`src/rtl/openram_scan_pkg.sv`:
```
// Shared types and constants for the OpenRAM scan driver: FSM states, target
// clock phases and the request-to-response latency formula.
package openram_scan_pkg;

  typedef enum logic [2:0] {
    ST_IDLE,
    ST_SHIFT_IN,
    ST_LOAD,
    ST_EXEC,
    ST_CAPT,
    ST_SHIFT_OUT,
    ST_RESP
  } scan_state_e;

  localparam logic PH0 = 1'b0;
  localparam logic PH1 = 1'b1;

  // clk cycles from the accepting edge to rsp_valid: two shifts plus
  // load/exec/capture, each target cycle being two driver clocks.
  function automatic int unsigned scan_latency(input int unsigned scan_len);
    return 2 * (2 * scan_len + 3);
  endfunction

endpackage

```
`src/rtl/openram_scan_phase_gen.sv`:
```
// Target clock generator: tgt_clk toggles at clk/2 while enabled, and
// ph1_end marks the driver edge that closes PH1 (the tgt_out sample point).
module openram_scan_phase_gen
  import openram_scan_pkg::*;
(
  input  logic clk,
  input  logic resetn,
  input  logic en,
  output logic tgt_clk,
  output logic ph1_end
);

  logic phase_q, phase_d;

  // Disabling parks the chip clock low so the next enable starts in PH0.
  always_comb begin
    phase_d = en ? ~phase_q : PH0;
  end

  always_ff @(posedge clk or negedge resetn) begin
    if (!resetn) phase_q <= PH0;
    else         phase_q <= phase_d;
  end

  assign tgt_clk = phase_q;
  assign ph1_end = en && (phase_q == PH1);

endmodule

```
`src/rtl/openram_scan_driver.sv`:
```
// Host-side scan initiator: shift packet in, load/exec/capture, shift result out.
// Optional compare logic is enabled with `define OPENRAM_SCAN_DRV_CMP_EN.
module openram_scan_driver
  import openram_scan_pkg::*;
#(
  parameter int unsigned SCAN_LEN = 8,
  parameter int unsigned CNT_W    = $clog2(SCAN_LEN + 1)
) (
  input  logic                clk,
  input  logic                resetn,
  input  logic                req_valid,
  output logic                req_ready,
  input  logic [SCAN_LEN-1:0] req_data,
  output logic                rsp_valid,
  input  logic                rsp_ready,
  output logic [SCAN_LEN-1:0] rsp_data,
  output logic                busy,
`ifdef OPENRAM_SCAN_DRV_CMP_EN
  input  logic [SCAN_LEN-1:0] req_expect,
  input  logic [SCAN_LEN-1:0] req_mask,
  output logic                rsp_mismatch,
  output logic                mismatch_sticky,
  input  logic                clr_sticky,
`endif
  output logic                tgt_clk,
  output logic                tgt_resetn,
  output logic                tgt_scan,
  output logic                tgt_sram_load,
  output logic                tgt_global_csb,
  output logic                tgt_in,
  input  logic                tgt_out
);

  localparam logic [CNT_W-1:0] LAST_BIT = CNT_W'(SCAN_LEN - 1);

  scan_state_e         state_q, state_d;
  logic [CNT_W-1:0]    cnt_q, cnt_d;
  logic [SCAN_LEN-1:0] tx_q, tx_d;
  logic [SCAN_LEN-1:0] res_q, res_d;
  logic                req_ready_q, req_ready_d;
  logic                rsp_valid_q, rsp_valid_d;
  logic                busy_q, busy_d;
  logic                tgt_resetn_q, tgt_resetn_d;
  logic                tgt_scan_q, tgt_scan_d;
  logic                tgt_load_q, tgt_load_d;
  logic                tgt_csb_q, tgt_csb_d;
  logic                tgt_in_q, tgt_in_d;

  logic run, ph1_end, accept;

  assign run    = (state_q != ST_IDLE) && (state_q != ST_RESP);
  assign accept = (state_q == ST_IDLE) && req_valid && req_ready_q;

  openram_scan_phase_gen u_phase (
    .clk     (clk),
    .resetn  (resetn),
    .en      (run),
    .tgt_clk (tgt_clk),
    .ph1_end (ph1_end)
  );

  always_comb begin
    state_d = state_q;
    cnt_d   = cnt_q;
    tx_d    = tx_q;
    res_d   = res_q;
    case (state_q)
      ST_IDLE: begin
        if (accept) begin
          state_d = ST_SHIFT_IN;
          tx_d    = req_data;
        end
      end
      ST_SHIFT_IN: begin
        if (ph1_end) begin
          tx_d = {tx_q[SCAN_LEN-2:0], 1'b0};
          if (cnt_q == LAST_BIT) state_d = ST_LOAD;
          else                   cnt_d   = cnt_q + CNT_W'(1);
        end
      end
      ST_LOAD: if (ph1_end) state_d = ST_EXEC;
      ST_EXEC: if (ph1_end) state_d = ST_CAPT;
      ST_CAPT: if (ph1_end) state_d = ST_SHIFT_OUT;
      ST_SHIFT_OUT: begin
        if (ph1_end) begin
          // First bit received walks up to the MSB by the end of the shift.
          res_d = {res_q[SCAN_LEN-2:0], tgt_out};
          if (cnt_q == LAST_BIT) state_d = ST_RESP;
          else                   cnt_d   = cnt_q + CNT_W'(1);
        end
      end
      ST_RESP: if (rsp_valid_q && rsp_ready) state_d = ST_IDLE;
      default: state_d = ST_IDLE;
    endcase
    if (state_d != state_q) cnt_d = '0;

    // Pin levels are decoded from the next state so they change only on PH0 entry.
    req_ready_d  = (state_d == ST_IDLE);
    rsp_valid_d  = (state_d == ST_RESP);
    busy_d       = (state_d != ST_IDLE);
    tgt_resetn_d = 1'b1;
    tgt_scan_d   = (state_d == ST_SHIFT_IN) || (state_d == ST_SHIFT_OUT);
    tgt_load_d   = (state_d == ST_LOAD);
    tgt_csb_d    = (state_d != ST_EXEC);
    tgt_in_d     = (state_d == ST_SHIFT_IN) && tx_d[SCAN_LEN-1];
  end

  always_ff @(posedge clk or negedge resetn) begin
    if (!resetn) begin
      state_q      <= ST_IDLE;
      cnt_q        <= '0;
      tx_q         <= '0;
      res_q        <= '0;
      req_ready_q  <= 1'b0;
      rsp_valid_q  <= 1'b0;
      busy_q       <= 1'b0;
      tgt_resetn_q <= 1'b0;
      tgt_scan_q   <= 1'b0;
      tgt_load_q   <= 1'b0;
      tgt_csb_q    <= 1'b1;
      tgt_in_q     <= 1'b0;
    end else begin
      state_q      <= state_d;
      cnt_q        <= cnt_d;
      tx_q         <= tx_d;
      res_q        <= res_d;
      req_ready_q  <= req_ready_d;
      rsp_valid_q  <= rsp_valid_d;
      busy_q       <= busy_d;
      tgt_resetn_q <= tgt_resetn_d;
      tgt_scan_q   <= tgt_scan_d;
      tgt_load_q   <= tgt_load_d;
      tgt_csb_q    <= tgt_csb_d;
      tgt_in_q     <= tgt_in_d;
    end
  end

  assign req_ready      = req_ready_q;
  assign rsp_valid      = rsp_valid_q;
  assign rsp_data       = res_q;
  assign busy           = busy_q;
  assign tgt_resetn     = tgt_resetn_q;
  assign tgt_scan       = tgt_scan_q;
  assign tgt_sram_load  = tgt_load_q;
  assign tgt_global_csb = tgt_csb_q;
  assign tgt_in         = tgt_in_q;

`ifdef OPENRAM_SCAN_DRV_CMP_EN
  logic [SCAN_LEN-1:0] exp_q, exp_d, mask_q, mask_d;
  logic                sticky_q, sticky_d;
  logic                mism;

  always_comb begin
    exp_d  = exp_q;
    mask_d = mask_q;
    if (accept) begin
      exp_d  = req_expect;
      mask_d = req_mask;
    end
    mism     = |((res_q ^ exp_q) & mask_q);
    sticky_d = sticky_q;
    if (clr_sticky)          sticky_d = 1'b0;
    if (rsp_valid_q && mism) sticky_d = 1'b1;
  end

  always_ff @(posedge clk or negedge resetn) begin
    if (!resetn) begin
      exp_q    <= '0;
      mask_q   <= '0;
      sticky_q <= 1'b0;
    end else begin
      exp_q    <= exp_d;
      mask_q   <= mask_d;
      sticky_q <= sticky_d;
    end
  end

  assign rsp_mismatch    = rsp_valid_q && mism;
  assign mismatch_sticky = sticky_q;
`endif

endmodule
```
`config.mk`:
```
export PLATFORM = sky130hd
export DESIGN_NAME = openram_scan_driver
export DESIGN_NICKNAME = d
export VERILOG_FILES = /design/src/rtl/openram_scan_pkg.sv /design/src/rtl/openram_scan_phase_gen.sv /design/src/rtl/openram_scan_driver.sv
export SDC_FILE = /design/constraint.sdc
export NUM_CORES = 1
export LEC_CHECK = 0
export CORE_MARGIN = 5
export CORE_UTILIZATION = 49
export DETAILED_ROUTE_END_ITERATION = 6
export PLACE_DENSITY = 0.78
export SYNTH_ARGS = -nofsm -noshare
export SYNTH_HDL_FRONTEND = slang
export SYNTH_SLANG_ARGS = --single-unit
```
`constraint.sdc`:
```
create_clock -name clk -period 2.2 [get_ports clk]
set_input_delay 0.44 -clock clk [delete_from_list [all_inputs] [get_ports clk]]
set_output_delay 0.44 -clock clk [all_outputs]
set_load 0.02 [all_outputs]
```
Yosys cells after proc, flatten, opt, wreduce, memory -nomap -nowiden
Cells that the tools add are included.

cells by class
  reduce and logical (&&, ||, !) cells = 18
  bitwise operators = 1
  add/subtract/negate cells = 1
  muxes and demuxes = 18
  equal/unequal tests = 17

operators by type and width
  kind                   number
  $mux W3                9
  $pmux W3 S7            1
  $mux W4                4
  $mux W8                2
  $pmux W8 S2            1
  $eq A3 B3 Y1 const B   5
  $eq A3 B2 Y1 const B   3
  $eq A3 B1 Y1 const B   2
  $logic_and A1 B1 Y1    6
  $logic_not A3 Y1       2
  $reduce_and A3 Y1      2
  $reduce_bool A2 Y1     3
  $reduce_bool A3 Y1     2
  $add A4 B1 Y4 const B  1
  $eq A4 B3 Y1 const B   1
  $ne A2 B2 Y1 const B   2
  $ne A3 B2 Y1 const B   1
  $ne A3 B3 Y1           1
  $ne A3 B3 Y1 const B   1
  $ne A2 B1 Y1 const B   1
  $reduce_and A2 Y1      1
  $reduce_or A2 Y1       1
  $logic_or A1 B1 Y1     1
  $mux W1                1
  $not A1 Y1             1

storage, ports and cells
  bits in registers = 32
  input bits = 13
  word-level logic and storage cells = 69
  output and inout bits = 17

Longest topological paths before layout
Gate-level depths: netlist of run 1.

  depth in word-level cells = 8
  gate-level depth with buffers = 6
  depth with buffers taken out = 6

Cells and area by module
A second synthesis of run 1 with hierarchy kept.

second synthesis, totals
  cells, all modules = 129
  area, all modules = 1422.6 um^2

by module, submodules not included
  module                  area an instance (um^2)  sequential area each (um^2)  instances  cells an instance
  openram_scan_driver     1381.3                   777.0                        1          126
  openram_scan_phase_gen  41.3                     25.0                         1          3

Worst setup path before layout of run 1
Ideal clock, no wire load.

  kind = reg-to-reg
  from = register cnt_q[0]
  to = register cnt_q[2]
  data required time = 2.120 ns
  slack = 0.464 ns
  buffers on the path = 0
  library setup time = 0.080 ns
  cell stages (with the launch flop) = 6
  clock period less this slack = 1.736 ns
  arrival = 1.655 ns
  path through = dfrtp_1 > ha_1 > and4b_1 > o311a_1 > a2111o_1 > nor3_2

on the way
  cells in the longest elaborated chain, start to end = 7
  elaborated cells between the ends (all ways) = 16
  those cells by class = add/sub (1); eq/ne (3); mux (9); reduce/logical (3)

ends and longest elaborated chain
  element                                                              RTL line                                              source
  from (decl)                                                          openram_scan_driver.sv:37                             logic [CNT_W-1:0] cnt_q, cnt_d;
  from (signal assigned)                                               openram_scan_driver.sv:124                            cnt_q <= cnt_d;
  $eq A4 B3 Y1                                                         openram_scan_driver.sv:77, openram_scan_driver.sv:88
  $mux W3, on equally long branches                                    openram_scan_driver.sv:88, openram_scan_driver.sv:77
  $mux W3, on equally long branches                                    openram_scan_driver.sv:85, openram_scan_driver.sv:75
  $pmux W3 S7                                                          openram_scan_driver.sv:67                             case (state_q)
  $ne A3 B3 Y1                                                         openram_scan_driver.sv:95                             if (state_d != state_q) cnt_d = '0;
  $ne A2 B1 Y1 (no source line) or $reduce_bool A2 Y1 (tied branches)  n/a
  $reduce_and A3 Y1 (no source line)                                   n/a

Several ways; a longest one is shown, not always the timed one. The select of a mux whose other input is x is not followed.
A chain may end at the register's enable or synchronous reset.

Final worst setup path of run 1
  from = register u_phase.phase_q, in the netlist u_phase.tgt_clk
  to = output port tgt_clk

RTL lines
  element                 RTL line                      source
  from (decl)             openram_scan_phase_gen.sv:13  logic phase_q, phase_d;
  from (signal assigned)  openram_scan_phase_gen.sv:22  else phase_q <= phase_d;
  to (decl)               openram_scan_driver.sv:25     output logic tgt_clk,

No word-level cell between the ends.

==> results of run 1 <==
-- metrics by stage --
step | util (%) | instance area (µm²)
4_1_cts | 65.11 | 1795
2_1_floorplan | - | 1413
6_report | 65.11 | 1795
5_1_grt | 65.11 | 1795
3_5_place_dp | 62.84 | 1733
3_3_place_gp | 62.84 | 1733
-- worst paths after layout --
check / slack [ns] / start / to / cells past startpoint
max: 0.17 / u_phase.tgt_clk / tgt_clk / 1
max reg2reg: 0.34 / cnt_q[0] / cnt_q[2] / 5
min reg2reg: 0.49 / tx_q[6] / tx_q[6] / 1
min: 0.48 / resetn / tx_q[4] / 2
max in group asynchronous: 1.38 / resetn / tgt_global_csb / 2
min in group clk: 0.49 / tx_q[6] / tx_q[6] / 1
-- area by class of cell --
cell class / instances / area (µm²)
inverter: 1 / 3.754
multi-input combinational: 82 / 575.6
tap: 31 / 38.79
clock inverter: 1 / 7.507
fill: 228 / 962.2
timing repair buffer: 32 / 312.8
sequential: 32 / 802.0
clock buffer: 7 / 55.05
-- sequential cells by signal, summed over array words and instances (netlist names), 3 cells and up --
name / count
rsp_data: 8
state_q: 3
cnt_q: 4
tx_q: 8
-- power by group --
| group | switching, µW | leakage [µW] | internal [µW] |
|---|---|---|---|
| Sequential | 207 | 0.000398 | 817 |
| Clock | 199 | 0.0000315 | 156 |
| Combinational | 556 | 0.000413 | 546 |
-- kinds of logic after synthesis --
kind of cell	Yosys count	share of synthesized area, %
simple gates	38	15.41
flops	32	56.78
compound gates	30	15.23
mux	9	7.086
buf+inv	8	2.480
xor+xnor	3	1.860
fa+ha+maj	1	0.8856
other cells	1	0.2655
-- cells in the mapped netlist (all sizes together) --
master   instances  area share (%)
nand2b           3             1.3
mux2i            1            0.71
conb             1            0.27
nand3            1            0.35
inv              1            0.27
a2111oi          1            0.62
nand3b           2             1.1
nor2b            1            0.44
and4             1            0.62
nor3b            2             1.1
nor3             2             1.1
a211oi           1            0.53
o21ai            3             1.1
nor2            10             2.7
dfstp            1             1.9
a21boi           1            0.53
nand2            7             1.9
mux2             8             6.4
a21o             7             3.7
and3             2            0.89
a2111o           1            0.80
clkbuf           3            0.80
a21oi            6             2.1
or2              2            0.89
o211ai           1            0.53
buf              4             1.4
or3b             2             1.2
a22o             6             3.7
and3b            2             1.2
a31oi            2            0.89
xor2             3             1.9
and4b            1            0.71
ha               1            0.89
o311a            1            0.71
dfrtp           31              55
-- per-layer routing --
layer / vias up / share of wire (%) / track usage [%]
li1: 496 / - / -
met1: 526 / 44 / 19.68
met2: 31 / 48 / 25.13
met3: 4 / 6.3 / 7.815
met4: 0 / 1.2 / 6.234
met5: - / 0 / 0
==> impl_metrics.toml, run 1 <==
[clock_tree]
cts_htree_levels = 2
cts-root-buf = "clkbuf_4"
clkTransAtPathRegs_ns = 0.12
cts_tree = "done"
cts_buffer_depth = 2
postCtsSetupRepairBufs = 0
clock_sinks = 32
clk_latency_ns = 0.34
postCtsHoldBufs = 0
cts_buffers = 5
cts_resized = 0

[yosys]
yosys_register_bits = 32
synthCells = 122
synth_area_um2 = 1413
avgSynthCellArea_um2 = 11.58
yosys_warnings = 0
seq_area_frac_synth_pct = 56.78
yosysUniqueCellTypes = 37
synth.net_count = 136

[timing]
hold_ws_ns = 0.4755
setup_tns_ns = 0
slew_violations = 0
fin_skew_ns = 0.02614
setup_viol = 0
finalHoldViolCount = 0
fin_crit_ns = 2.029
rsz0062_at_grt = "no"
fmax_mhz = 492.8
min_period_over_period_pct = 92.23
worst_slack_ns = 0.1708

[placed_design]
place_inst = 178
detailedPlace.worstSlack_ns = 0.2882
io_buffers = 29
dp_hpwl_um = 2100
place_congestion = 0.7856

[status]
status = "finished clean"

[worst_setup_path]
path_cells = "clkdlybuf4s50_1"
crit_slowest_cell = "clkdlybuf4s50_1"
crit_family = "buffers and inverters"
start_kind = "flop"
path_max_fanout = 13
cpPeakStageDelay_ns = 0.67
critPathKind = "flop to output port"
cp-end-kind = "output port"
crit_required_ns = 1.76
cp.buffers_inverters = 1
critPathArrivalTime_ns = 1.59

[routing]
wirelength_um = 2933
drtIter0Drc = 64
vias_per_cell = 5.683
drc_errors = 0
wl_per_cell_um = 15.77
vias = 1057
drtAntennaViolNets = 0
first_pass_iters = 4

[floorplan]
die_w_um = 63.69
fp-row-count = 19
io_pins = 30
die_area_um2 = 4056
die_y_um = 63.69
design.core.area_um2 = 2758
start_util_pct = 51.23

[global_route]
grt-ovfl-total = 0
gr-usage-all-layers_pct = 16.34
grt_pass1_wl_um = 5085
antenna_found_initial = 0
grt_pass1_vias = 1097
grt_max_degree = 33

[layout]
final_cell_mix = "dfrtp_1 (31), clkdlybuf4s50_1 (29), nor2_1 (10), mux2_2 (8)"
drive_above_1_share_pct = 13.55
fin_cells = 186
layout_commonest_cell = "dfrtp_1"
area_growth_pct = 27.10
fin_nets = 168
antenna_cells = 0

[power_and_ir_drop]
p_total_uw = 2481
p_per_area_nw_per_um2 = 1382
p_leak_uw = 0.0008425
peakVddDrop_mv = 0.9639

[job]
cap_violations = 0

[min_path]
worstHoldPathType = "primary input to async pin"
(Power assumes the default switching activity.)
==> run 2: changes to the inputs <==
GPL_TIMING_DRIVEN = 1   (was unset)
==> results of run 2 <==
Final layout, timing and power as in run 1 (identical DEF).
